[src/rtl/mux_scan_nto1.sv]
// Purpose: registered N-channel x W-bit mux with a manual select path and an auto-scan sequencer.
// Latency: manual 1 cycle sel_in->out_data; scan DWELL+1 cycles start->first sample, DWELL+1 per channel.
// Backpressure: out_data/out_sel/out_valid hold while out_valid && !out_ready; the scan waits in EMIT.
//
// Ports:
//   clk, rst_n            single clock, async active-low reset
//   in_data[CH*WIDTH]     channel i at [i*WIDTH +: WIDTH]
//   ch_en[CH]             scan mask, bit i includes channel i
//   mode, sel_in, start   0=manual (sel_in) / 1=scan (start pulse); taken only in IDLE
//   out_data/out_sel/out_valid/out_ready   registered sample + valid/ready handshake
//   busy, scan_done       not-IDLE flag, one-cycle end-of-scan pulse
module mux_scan_nto1 #(
    parameter int WIDTH = 8,
    parameter int CH    = 8,
    parameter int SEL_W = $clog2(CH),
    parameter int DWELL = 4
) (
    input  logic                clk,
    input  logic                rst_n,
    input  logic [CH*WIDTH-1:0] in_data,
    input  logic [CH-1:0]       ch_en,
    input  logic                mode,
    input  logic [SEL_W-1:0]    sel_in,
    input  logic                start,
    output logic [WIDTH-1:0]    out_data,
    output logic [SEL_W-1:0]    out_sel,
    output logic                out_valid,
    input  logic                out_ready,
    output logic                busy,
    output logic                scan_done
);

    // A one-cycle dwell still needs a 1-bit counter that only ever holds 0.
    localparam int                CNT_W    = (DWELL > 1) ? $clog2(DWELL) : 1;
    localparam logic [CNT_W-1:0]  CNT_INIT = CNT_W'(DWELL - 1);
    // One extra bit so CH itself is representable when CH is a power of two.
    localparam logic [SEL_W:0]    CH_LIM   = (SEL_W + 1)'(CH);

    typedef enum logic [1:0] {
        S_IDLE  = 2'd0,
        S_DWELL = 2'd1,
        S_EMIT  = 2'd2,
        S_DONE  = 2'd3
    } state_t;

    state_t            state_q;
    state_t            state_d;
    logic [SEL_W-1:0]  ptr_q;
    logic [CNT_W-1:0]  cnt_q;

    logic              out_free;
    logic              accept;
    logic              sel_ok;
    logic              cnt_zero;
    logic [SEL_W-1:0]  first_ch;
    logic              first_vld;
    logic [SEL_W-1:0]  next_ch;
    logic              next_vld;
    logic [SEL_W-1:0]  mux_idx;
    logic [WIDTH-1:0]  mux_dat;

    assign out_free = !out_valid || out_ready;
    assign accept   = out_valid && out_ready;
    assign sel_ok   = ({1'b0, sel_in} < CH_LIM);
    assign cnt_zero = (cnt_q == '0);

    // Lowest enabled channel, and lowest enabled channel strictly above the
    // pointer. Scanning downward lets the last hit win, i.e. the lowest index.
    // ch_en is read live so a mask change only affects channels not yet visited.
    always_comb begin
        first_ch  = '0;
        first_vld = 1'b0;
        next_ch   = '0;
        next_vld  = 1'b0;
        for (int i = CH - 1; i >= 0; i--) begin
            if (ch_en[i]) begin
                first_ch  = SEL_W'(i);
                first_vld = 1'b1;
            end
            if (ch_en[i] && (SEL_W'(i) > ptr_q)) begin
                next_ch  = SEL_W'(i);
                next_vld = 1'b1;
            end
        end
    end

    // Single shared data mux: manual select in IDLE, scan pointer otherwise.
    // Out-of-range indices match no channel and yield zero (never loaded).
    assign mux_idx = (state_q == S_IDLE) ? sel_in : ptr_q;

    always_comb begin
        mux_dat = '0;
        for (int i = 0; i < CH; i++) begin
            if (mux_idx == SEL_W'(i)) begin
                mux_dat = in_data[i*WIDTH +: WIDTH];
            end
        end
    end

    // State register
    always_ff @(posedge clk or negedge rst_n) begin
        if (!rst_n) begin
            state_q <= S_IDLE;
        end else begin
            state_q <= state_d;
        end
    end

    // Next-state logic
    always_comb begin
        state_d = state_q;
        case (state_q)
            S_IDLE:  if (mode && start) state_d = first_vld ? S_DWELL : S_DONE;
            S_DWELL: if (cnt_zero) state_d = S_EMIT;
            S_EMIT:  if (accept) state_d = next_vld ? S_DWELL : S_DONE;
            S_DONE:  state_d = S_IDLE;
            default: state_d = S_IDLE;
        endcase
    end

    // State-decoded outputs
    always_comb begin
        busy      = (state_q != S_IDLE);
        scan_done = (state_q == S_DONE);
    end

    // Pointer, dwell counter and output register
    always_ff @(posedge clk or negedge rst_n) begin
        if (!rst_n) begin
            ptr_q     <= '0;
            cnt_q     <= '0;
            out_data  <= '0;
            out_sel   <= '0;
            out_valid <= 1'b0;
        end else begin
            case (state_q)
                S_IDLE: begin
                    if (mode) begin
                        if (start) begin
                            // A leftover manual sample is dropped here if not taken.
                            out_valid <= 1'b0;
                            ptr_q     <= first_ch;
                            cnt_q     <= CNT_INIT;
                        end else if (accept) begin
                            out_valid <= 1'b0;
                        end
                    end else if (out_free) begin
                        if (sel_ok) begin
                            out_data  <= mux_dat;
                            out_sel   <= sel_in;
                            out_valid <= 1'b1;
                        end else begin
                            out_valid <= 1'b0;
                        end
                    end
                end
                S_DWELL: begin
                    // Sample on the last settle edge; out_valid is already 0 here.
                    if (cnt_zero) begin
                        out_data  <= mux_dat;
                        out_sel   <= ptr_q;
                        out_valid <= 1'b1;
                    end else begin
                        cnt_q <= cnt_q - CNT_W'(1);
                    end
                end
                S_EMIT: begin
                    if (accept) begin
                        out_valid <= 1'b0;
                        if (next_vld) begin
                            ptr_q <= next_ch;
                            cnt_q <= CNT_INIT;
                        end
                    end
                end
                default: ;
            endcase
        end
    end

endmodule

[config.mk]
export PLATFORM = sky130hd
export DESIGN_NAME = mux_scan_nto1
export DESIGN_NICKNAME = d
export VERILOG_FILES = /design/src/rtl/mux_scan_nto1.sv
export SDC_FILE = /design/constraint.sdc
export NUM_CORES = 1
export LEC_CHECK = 0
export ABC_AREA = 1
export BUFFER_PORTS_ARGS = -buffer_cell sky130_fd_sc_hd__buf_2
export CAP_MARGIN = 5
export CORE_AREA = 2 2 68 70
export CTS_CLUSTER_DIAMETER = 200
export DETAILED_ROUTE_END_ITERATION = 8
export DIE_AREA = 0 0 70 72
export PLACE_DENSITY_LB_ADDON = 0.25
export RECOVER_POWER = 25
export SYNTH_ARGS = -nofsm -noshare
export SYNTH_HDL_FRONTEND = slang
export SYNTH_SLANG_ARGS = --single-unit
[constraint.sdc]
create_clock -name clk -period 5.51 [get_ports clk]
set_clock_uncertainty 0.1 [all_clocks]
set_input_delay 0.551 -clock clk [delete_from_list [all_inputs] [get_ports clk]]
set_output_delay 0.551 -clock clk [all_outputs]
set_load 0.05 [all_outputs]
# ---- After elaboration in Yosys (flattened, before gate mapping)
# Index checks and enable logic that the tools add are counted.
dict set report totals {
  memories 0
  mem_bits_ro 0
  ramBits 0
  in_bits 80
  ff_bits 19
  out_inout_bits 14
  elab_cells 131
  latch_bits 0
}
dict set report op_classes {
  reduce_logical 24
  n_lt_le_gt_ge 8
  mul 0
  bitwise 0
  add_sub_neg 1
  muxes 72
  n_div 0
  eq_ne 20
  shift 0
}
# op count
set op_table {}
lappend op_table {{8-bit two-way mux} 11}
lappend op_table {{3-bit two-way mux} 24}
lappend op_table {{1-bit two-way mux} 21}
lappend op_table {{2-bit two-way mux} 10}
lappend op_table {{2-bit inequality test, second input constant} 8}
lappend op_table {{8-bit case mux with 2 select lines} 1}
lappend op_table {{3-bit equality test, second input constant} 4}
lappend op_table {{3-bit > comparator, first input constant} 4}
lappend op_table {{3-bit case mux with 2 select lines} 2}
lappend op_table {{1-bit logical AND} 10}
lappend op_table {{2-bit case mux with 4 select lines} 1}
lappend op_table {{3-bit by 2-bit equality test with 1-bit output, second input constant} 2}
lappend op_table {{1-bit by 3-bit > comparator with 1-bit output, first input constant} 2}
lappend op_table {{2-bit by 3-bit > comparator with 1-bit output, first input constant} 2}
lappend op_table {{2-bit case mux with 3 select lines} 1}
lappend op_table {{3-bit AND reduction} 2}
lappend op_table {{6-bit AND reduction} 1}
lappend op_table {{2-bit nonzero test} 3}
lappend op_table {{5-bit AND reduction} 1}
lappend op_table {{2-bit equality test, second input constant} 2}
lappend op_table {{2-bit logical NOT} 2}
lappend op_table {{4-bit AND reduction} 1}
lappend op_table {{3-bit by 1-bit equality test with 1-bit output, second input constant} 1}
lappend op_table {{3-bit logical NOT} 1}
lappend op_table {{other kinds (8)} 8}

# ---- Longest topological paths before layout
# Gate-level depths: netlist of run 1.
dict set report logic_depth {
  ltp_word 14
  depth_mapped 13
  depth_no_buf 12
}

# ---- Worst setup path before layout of run 1
# Ideal clock, no wire load.
dict set report synth_timing {
  path_type {reg-to-reg}
  from {register state_q[0]}
  to {register out_data[0]}
  stages_incl_launch_ff 13
  t_required_ps 5344
  synth_period_minus_slack_ps 1891
  path_slack_ps 3619
  path_buffers 1
  arrival_ps 1725
  setup_ps 66
  cell_sequence {dfrtp_1 > inv_1 > ha_1 > inv_2 > nand2_1 > nand2_2 > buf_6 > nand3_2 > nor2_1 > nor2_1 > nand4_1 > nand2_1 > nand2_1}
}
dict set report synth_between {
  elab_chain_len 14
  elab_cells_between_ends 28
  classes_between {11 x eq/ne; 13 x mux; 4 x reduce/logical}
}
# element line_no
set synth_lines {}
lappend synth_lines {{start, declared} 46} ;# state_t state_q;
lappend synth_lines {{start signal, assigned} 105} ;# state_q <= state_d;
lappend synth_lines {{2-bit logical NOT} {89, 136}}
lappend synth_lines {{3-bit two-way mux} 89} ;# assign mux_idx = (state_q == S_IDLE) ? sel_in : ptr_q;
lappend synth_lines {{3-bit logical NOT} 94} ;# if (mux_idx == SEL_W'(i)) begin
lappend synth_lines {{8-bit two-way mux (8 in a row)} 94}
lappend synth_lines {{8-bit two-way mux} 147} ;# end else if (out_free) begin
lappend synth_lines {{8-bit two-way mux} 138} ;# if (mode) begin
lappend synth_lines {{8-bit case mux with 2 select lines} 136} ;# case (state_q)
lappend synth_lines {{end signal, assigned} 149} ;# out_data <= mux_dat;
lappend synth_lines {{end signal, assigned} 160} ;# out_data <= mux_dat;
lappend synth_lines {{end, declared} 25} ;# output logic [WIDTH-1:0] out_data,
# Several ways; a longest one is shown, not always the timed one. The select of a mux whose other input is x is not followed.
# A chain may end at the register's enable or synchronous reset.

# ---- Worst setup path after layout of run 1
dict set report layout_timing {
  from {register state_q[0]}
  to {register out_data[4]}
}
# Same word-level chain as after synthesis.

==> reports/results.tsv, run 1 <==
metric	value	unit
Setup Fix Bufs, Post-CTS	0	
cts hold-fix bufs	0	
CP Launch Type	register	
initial core utilization	43.9	%
Worst Max-Slew Pin Slew	1.23	ns
Pwr per Cell Area	642	nW/um^2
pin count of the biggest net entering global routing	30	
Reg area	475	sq um
min Tclk post-route	2.77	ns
RSZ-0062 raised after global routing	false	
register share of total power	17.8	%
LEAKAGE	1.33	nW
post-layout instance area	2360	sq um
Row Count	24	
TritonCTS clock tree	done	
multi-input combinational cell area	1170	sq um
count of final hold-check violations	0	
Cell Area, Placed	2320	sq um
vias in the first global route	2079	
Detail Placement HPWL	4340	um
Die Area	5040	sq um
CTS root buffer	clkbuf_8	
Avg Cell Area, Syn	6.37	sq um
Rel. slew slack	17.9	%
ANT nets after route	0	
buffer depth of the longest clock path	2	
Yosys top cell area share	25.4	%
worst path required time	5.61	ns
met2 Track Usage GR	39.4	%
routed len/inst	12.7	um
DR pass1 iterations	4	
vias	2252	
Worst Path Max Fanout	29	
Post-Syn Area	1870	sq um
FMAX	0.361	GHz
routability cong.	0.942	
switching share of power	60.2	%
total track usage	22.0	%
Clock Pin Slew Worst Setup and Hold Paths	0.07	ns
FF+latch count, synth	19	
sequential share of the synthesized area	25.4	%
synth warn	0	
crit path kind	register to register	
Mapped Cells	294	
Pint	0.000605	W
share of cells above drive strength 1	29.8	%
switching power	0.000913	W
final slew viol count	0	
worst path arrival time	2.87	ns
H-tree depth	1	
FILL cells	440	
first-pass GRT wire length	9190	um
setup_tns	0	ns
Max IR drop VDD	0.000312	V
power share of the combinational group	75.7	%
PostCTS Resize Cnt	0	
Die H	72	um
Layout Nets	469	
Clk pwr share	6.6	%
final period utilization	50.3	%
GRT met1 Usage	27.4	%
GRT met3 Usage	4.72	%
drt initial violations	144	
most common cell after layout, fill and taps aside	buf_2	
largest cells by area after synthesis	dfrtp_1, nand2_1, nand4_1	
most frequent cells in the layout	buf_2, nand2_1, nor2_1	
Max-cap violations	0	
Yosys cell types	28	
Top Usage Layer GRT	met2	
final setup vio count	0	
aggregate routed wire length	5510	um
hold slack	0.373	ns
final core occ	55.4	%
run status	completed	
Crit. End Element	register	
count of input and output buffers	93	
ant diodes	0	
DRC violations left	0	
area grow syn2layout	26.2	%
clock buffer count from CTS	3	
total clock sinks	19	
vias per cell	5.18	
IO Pins	94	
Mapped Nets	379	
core area	4260	sq um
Die X	70	um
Hold Path Class	input port to async pin	
Clock Latency Late Sink	0.26	ns
Synth area leader	dfrtp_1	
gr ovfl total	0	
initial antenna violation count	0	
==> worst max-delay path, cell delays in order, from the launching register on <==
cell and delay [ns]:
dfrtp_1 0.37, inv_1 0.08, ha_1 0.34, o21ai_2 1.01
nand3_2 0.34, nor2_1 0.20, nor2_1 0.07, nand4_1 0.08
nand2_1 0.06, nand2_1 0.05
==> power groups by stage <==
| stage | clock network, W | registers [W] | logic, W |
|---|---|---|---|
| 2_1_floorplan | 0 | 0.000408 | 0.000822 |
| 3_3_place_gp | 0 | 0.000273 | 0.00113 |
| 3_5_place_dp | 0 | 0.000272 | 0.00115 |
| 4_1_cts | 0.000103 | 0.000270 | 0.00115 |
| 5_1_grt | 0.000110 | 0.000279 | 0.00129 |
| 6_report | 0.0000994 | 0.000270 | 0.00115 |
==> worst paths after layout <==
kind / from / to / slack [ns] / depth (start not counted)
worst max-delay path: state_q[0] / out_data[4] / 2.74 / 9
worst min register to register: out_data[4] / out_data[4] / 0.38 / 2
worst max register to register: state_q[0] / out_data[4] / 2.74 / 9
min in group clk: out_data[4] / out_data[4] / 0.38 / 2
max in group asynchronous: rst_n / state_q[0] / 4.28 / 1
worst min-delay path: rst_n / out_data[5] / 0.37 / 1
==> cells by family (layout without fill, tap and decap cells) <==
logic type / after synthesis / count (layout) / share of synthesized area (%)
and+or+nand+nor: 178 / 178 / 45.2
adders and majority gates: 5 / 5 / 3.34
AOI/OAI and AO/OA: 46 / 46 / 14.0
buffers and inverters: 46 / 135 / 12.1
DFF: 19 / 19 / 25.4
==> registers in the layout (all words and copies together) (netlist names) <==
| name | count |
|---|---|
| out_sel | 3 |
| out_data | 8 |
| ptr_q | 3 |
| out_valid | 1 |
| state_q | 2 |
| cnt_q | 2 |
==> metal layers <==
layer	part of all wire, %	wire, um
met3	7.9	435
met1	43	2340
met4	0.51	28
met2	49	2700
met5	0	0
==> cells in the mapped netlist <==
library cell / number
nand3_1: 22
a31oi_1: 4
a22oi_1: 1
o211ai_1: 2
nand3_2: 1
o21ai_1: 3
inv_1: 33
buf_2: 1
o211ai_2: 1
buf_6: 7
nor3_2: 1
o31ai_1: 1
nor3_4: 3
ha_1: 5
nand2_2: 3
o21ai_0: 9
o21ai_2: 1
inv_2: 5
nor2_1: 39
dfrtp_1: 19
o21bai_1: 2
nor3b_1: 1
nand4_1: 24
a21oi_1: 22
or2_2: 1
nor3_1: 3
nand2_1: 77
nand2_4: 3
==> stage by stage <==
step,setup slack [ns],total power (W),instances
after floorplan,3.62,0.00123,294
after global placement,2.87,0.00140,431
after detailed placement,2.78,0.00142,431
after CTS,2.78,0.00152,435
after global routing,2.44,0.00167,435
final,2.74,0.00152,435
==> layout make-up <==
class	instances	area share, %
clock buffer	4	1.91
tap	52	2.75
multi-input combinational	229	49.5
inverter	38	6.04
timing repair buffer	93	19.7
sequential	19	20.1
Power figures use the tool's default switching activity.
==> run 2, diff against run 1 <==
Clock period 5.51 ns to 2.8 ns, I/O delays scaled along.
==> run 2 against run 1 <==
- worst hold slack worse by 0.17 ns
- sequential cell count is the same
- largest cell class unchanged
- largest power group unchanged
- sequential power is 95% higher
- clock power is 100% higher
- global-route usage decreased by 0.43 points
- core utilization up 0.76 points
- non-clock buffer count up 4
==> reports/results.tsv, run 2 (synthesized netlist as in run 1, its figures left out) <==
metric	value	unit	change
run status	completed		
routability cong.	0.925		-1.8%
Crit. End Element	register		
area grow syn2layout	27.9	%	
first-pass GRT wire length	9000	um	-2.0%
RSZ-0062 raised after global routing	false		
final slew viol count	0		unchanged
Hold Path Class	input port to register		
initial antenna violation count	0		unchanged
pin count of the biggest net entering global routing	21		-30%
hold slack	0.203	ns	-0.169 ns
final setup vio count	0		unchanged
CP Buf/Inv Count	2		+1
count of input and output buffers	93		unchanged
Detail Placement HPWL	4400	um	+1.3%
Clock Latency Late Sink	0.26	ns	about the same
total track usage	21.6	%	-0.43 points
PostCTS Resize Cnt	0		unchanged
Top Registers	out_data (8), out_sel (3), ptr_q (3)		
max reg flops	8		unchanged
Reg area	475	sq um	unchanged
crit path cell chain	inv_1, ha_1, inv_2, nand2_1, nand2_2, nor2_1, nand3_1, nand3_1, nor2_1, nand4_1, nand2_1, nand2_1		
most common cell after layout, fill and taps aside	buf_2		
DR pass1 iterations	4		unchanged
DRC violations left	0		unchanged
setup_tns	0	ns	unchanged
Largest Register	out_data		
routed len/inst	12.7	um	+0.13%
final core occ	56.2	%	+0.76 points
Worst Path Max Fanout	12		-59%
Crit path max-delay family	simple AND/OR/NAND/NOR gates		
IO Pins	94		unchanged
Power, Total	0.00303	W	+100%
drt initial violations	128		-11%
Die H	72	um	unchanged
vias per cell	5.14		-0.69%
Most common cell on crit path	nand2_1		
gr ovfl total	0		unchanged
most frequent cells in the layout	buf_2, nand2_1, nor2_1		
share of cells above drive strength 1	30.2	%	+0.47 points
Row Count	24		unchanged
CP Launch Type	register		
multi-input combinational cell area	1170	sq um	unchanged
FMAX	0.407	GHz	+13%
worst path arrival time	2.56	ns	-0.31 ns
Clock Pin Slew Worst Setup and Hold Paths	0.08	ns	about the same
Rel. slew slack	25.8	%	+7.9 points
initial core utilization	43.9	%	unchanged
TritonCTS clock tree	done		
Layout Nets	473		+0.85%
crit path kind	register to register		
Max IR drop VDD	0.000763	V	+140%
CTS root buffer	clkbuf_8		
FILL cells	433		-1.6%
vias in the first global route	2117		+1.8%
H-tree depth	1		unchanged
count of final hold-check violations	0		unchanged
core area	4260	sq um	unchanged
buffer depth of the longest clock path	2		unchanged
LEAKAGE	1.35	nW	+1.5%
Setup Fix Bufs, Post-CTS	0		unchanged
ANT nets after route	0		unchanged
slowest CP cell	nor2_1		
Pwr per Cell Area	1270	nW/um^2	+97%
min Tclk post-route	2.45	ns	-0.316 ns
aggregate routed wire length	5560	um	+1.1%
clock buffer count from CTS	3		unchanged
worst path required time	2.91	ns	-2.70 ns
vias	2257		+0.22%
total clock sinks	19		unchanged
ant diodes	0		unchanged
final period utilization	87.7	%	+37 points
Die Area	5040	sq um	unchanged
Max-cap violations	0		unchanged
Die X	70	um	unchanged
Worst Max-Slew Pin Slew	1.11	ns	-0.118 ns
slowest cell delay on critical path	0.43	ns	-0.58 ns
run 2: metrics by stage:
step	instance area, sq um	worst slack, ns	instances
5_1_grt	2390	0.00706	439
2_1_floorplan	1870	0.909	294
6_report	2390	0.345	439
3_3_place_gp	2340	0.425	434
4_1_cts	2400	0.352	439
3_5_place_dp	2340	0.355	434
run 2: where the power goes:
part / internal (W) / leakage, nW / switching [W]
combinational: 0.000700 / 1.10 / 0.00161
clock: 0.000101 / 0.0228 / 0.0000975
sequential: 0.000423 / 0.226 / 0.000103
total: 0.00122 / 1.35 / 0.00181
run 2: final cells by class:
cell class,count,area share (%)
Multi-Input combinational cell,229,48.9
Tap cell,52,2.72
Sequential cell,19,19.9
Inverter,38,5.96
Timing Repair Buffer,97,20.7
Clock buffer,4,1.88
run 2: metal layers:
layer | GRT usage, % | share of wire, %
met1 | 26.6 | 42
met2 | 39.2 | 49
met3 | 4.58 | 8.6
met4 | 4.27 | 0.86
met5 | 0 | 0
run 2: final timing paths:
path                                     to  slack [ns]   startpoint  depth (start not counted)
worst max-delay path            out_data[4]        0.35   state_q[0]                         12
worst min-delay path             out_sel[1]        0.20    sel_in[1]                          3
worst max register to register  out_data[4]        0.35   state_q[0]                         12
worst min register to register  out_data[7]        0.38  out_data[7]                          2
max in group asynchronous        out_sel[2]        1.27        rst_n                          2
min in group asynchronous       out_data[4]        0.66        rst_n                          2
run 2: worst reg2reg max path: cells and delay by family, from the launching register on:
family                     cells  cell delay (ns)
adders and majority gates      1             0.42
buffers and inverters          2             0.27
DFF                            1             0.40
and+or+nand+nor                9             1.21
run 2: what timing repair did:
action / CTS / global route
hold endpoints to repair: 19 / 0
setup endpoints to repair: 0 / 0
hold buffers: 1 / 0
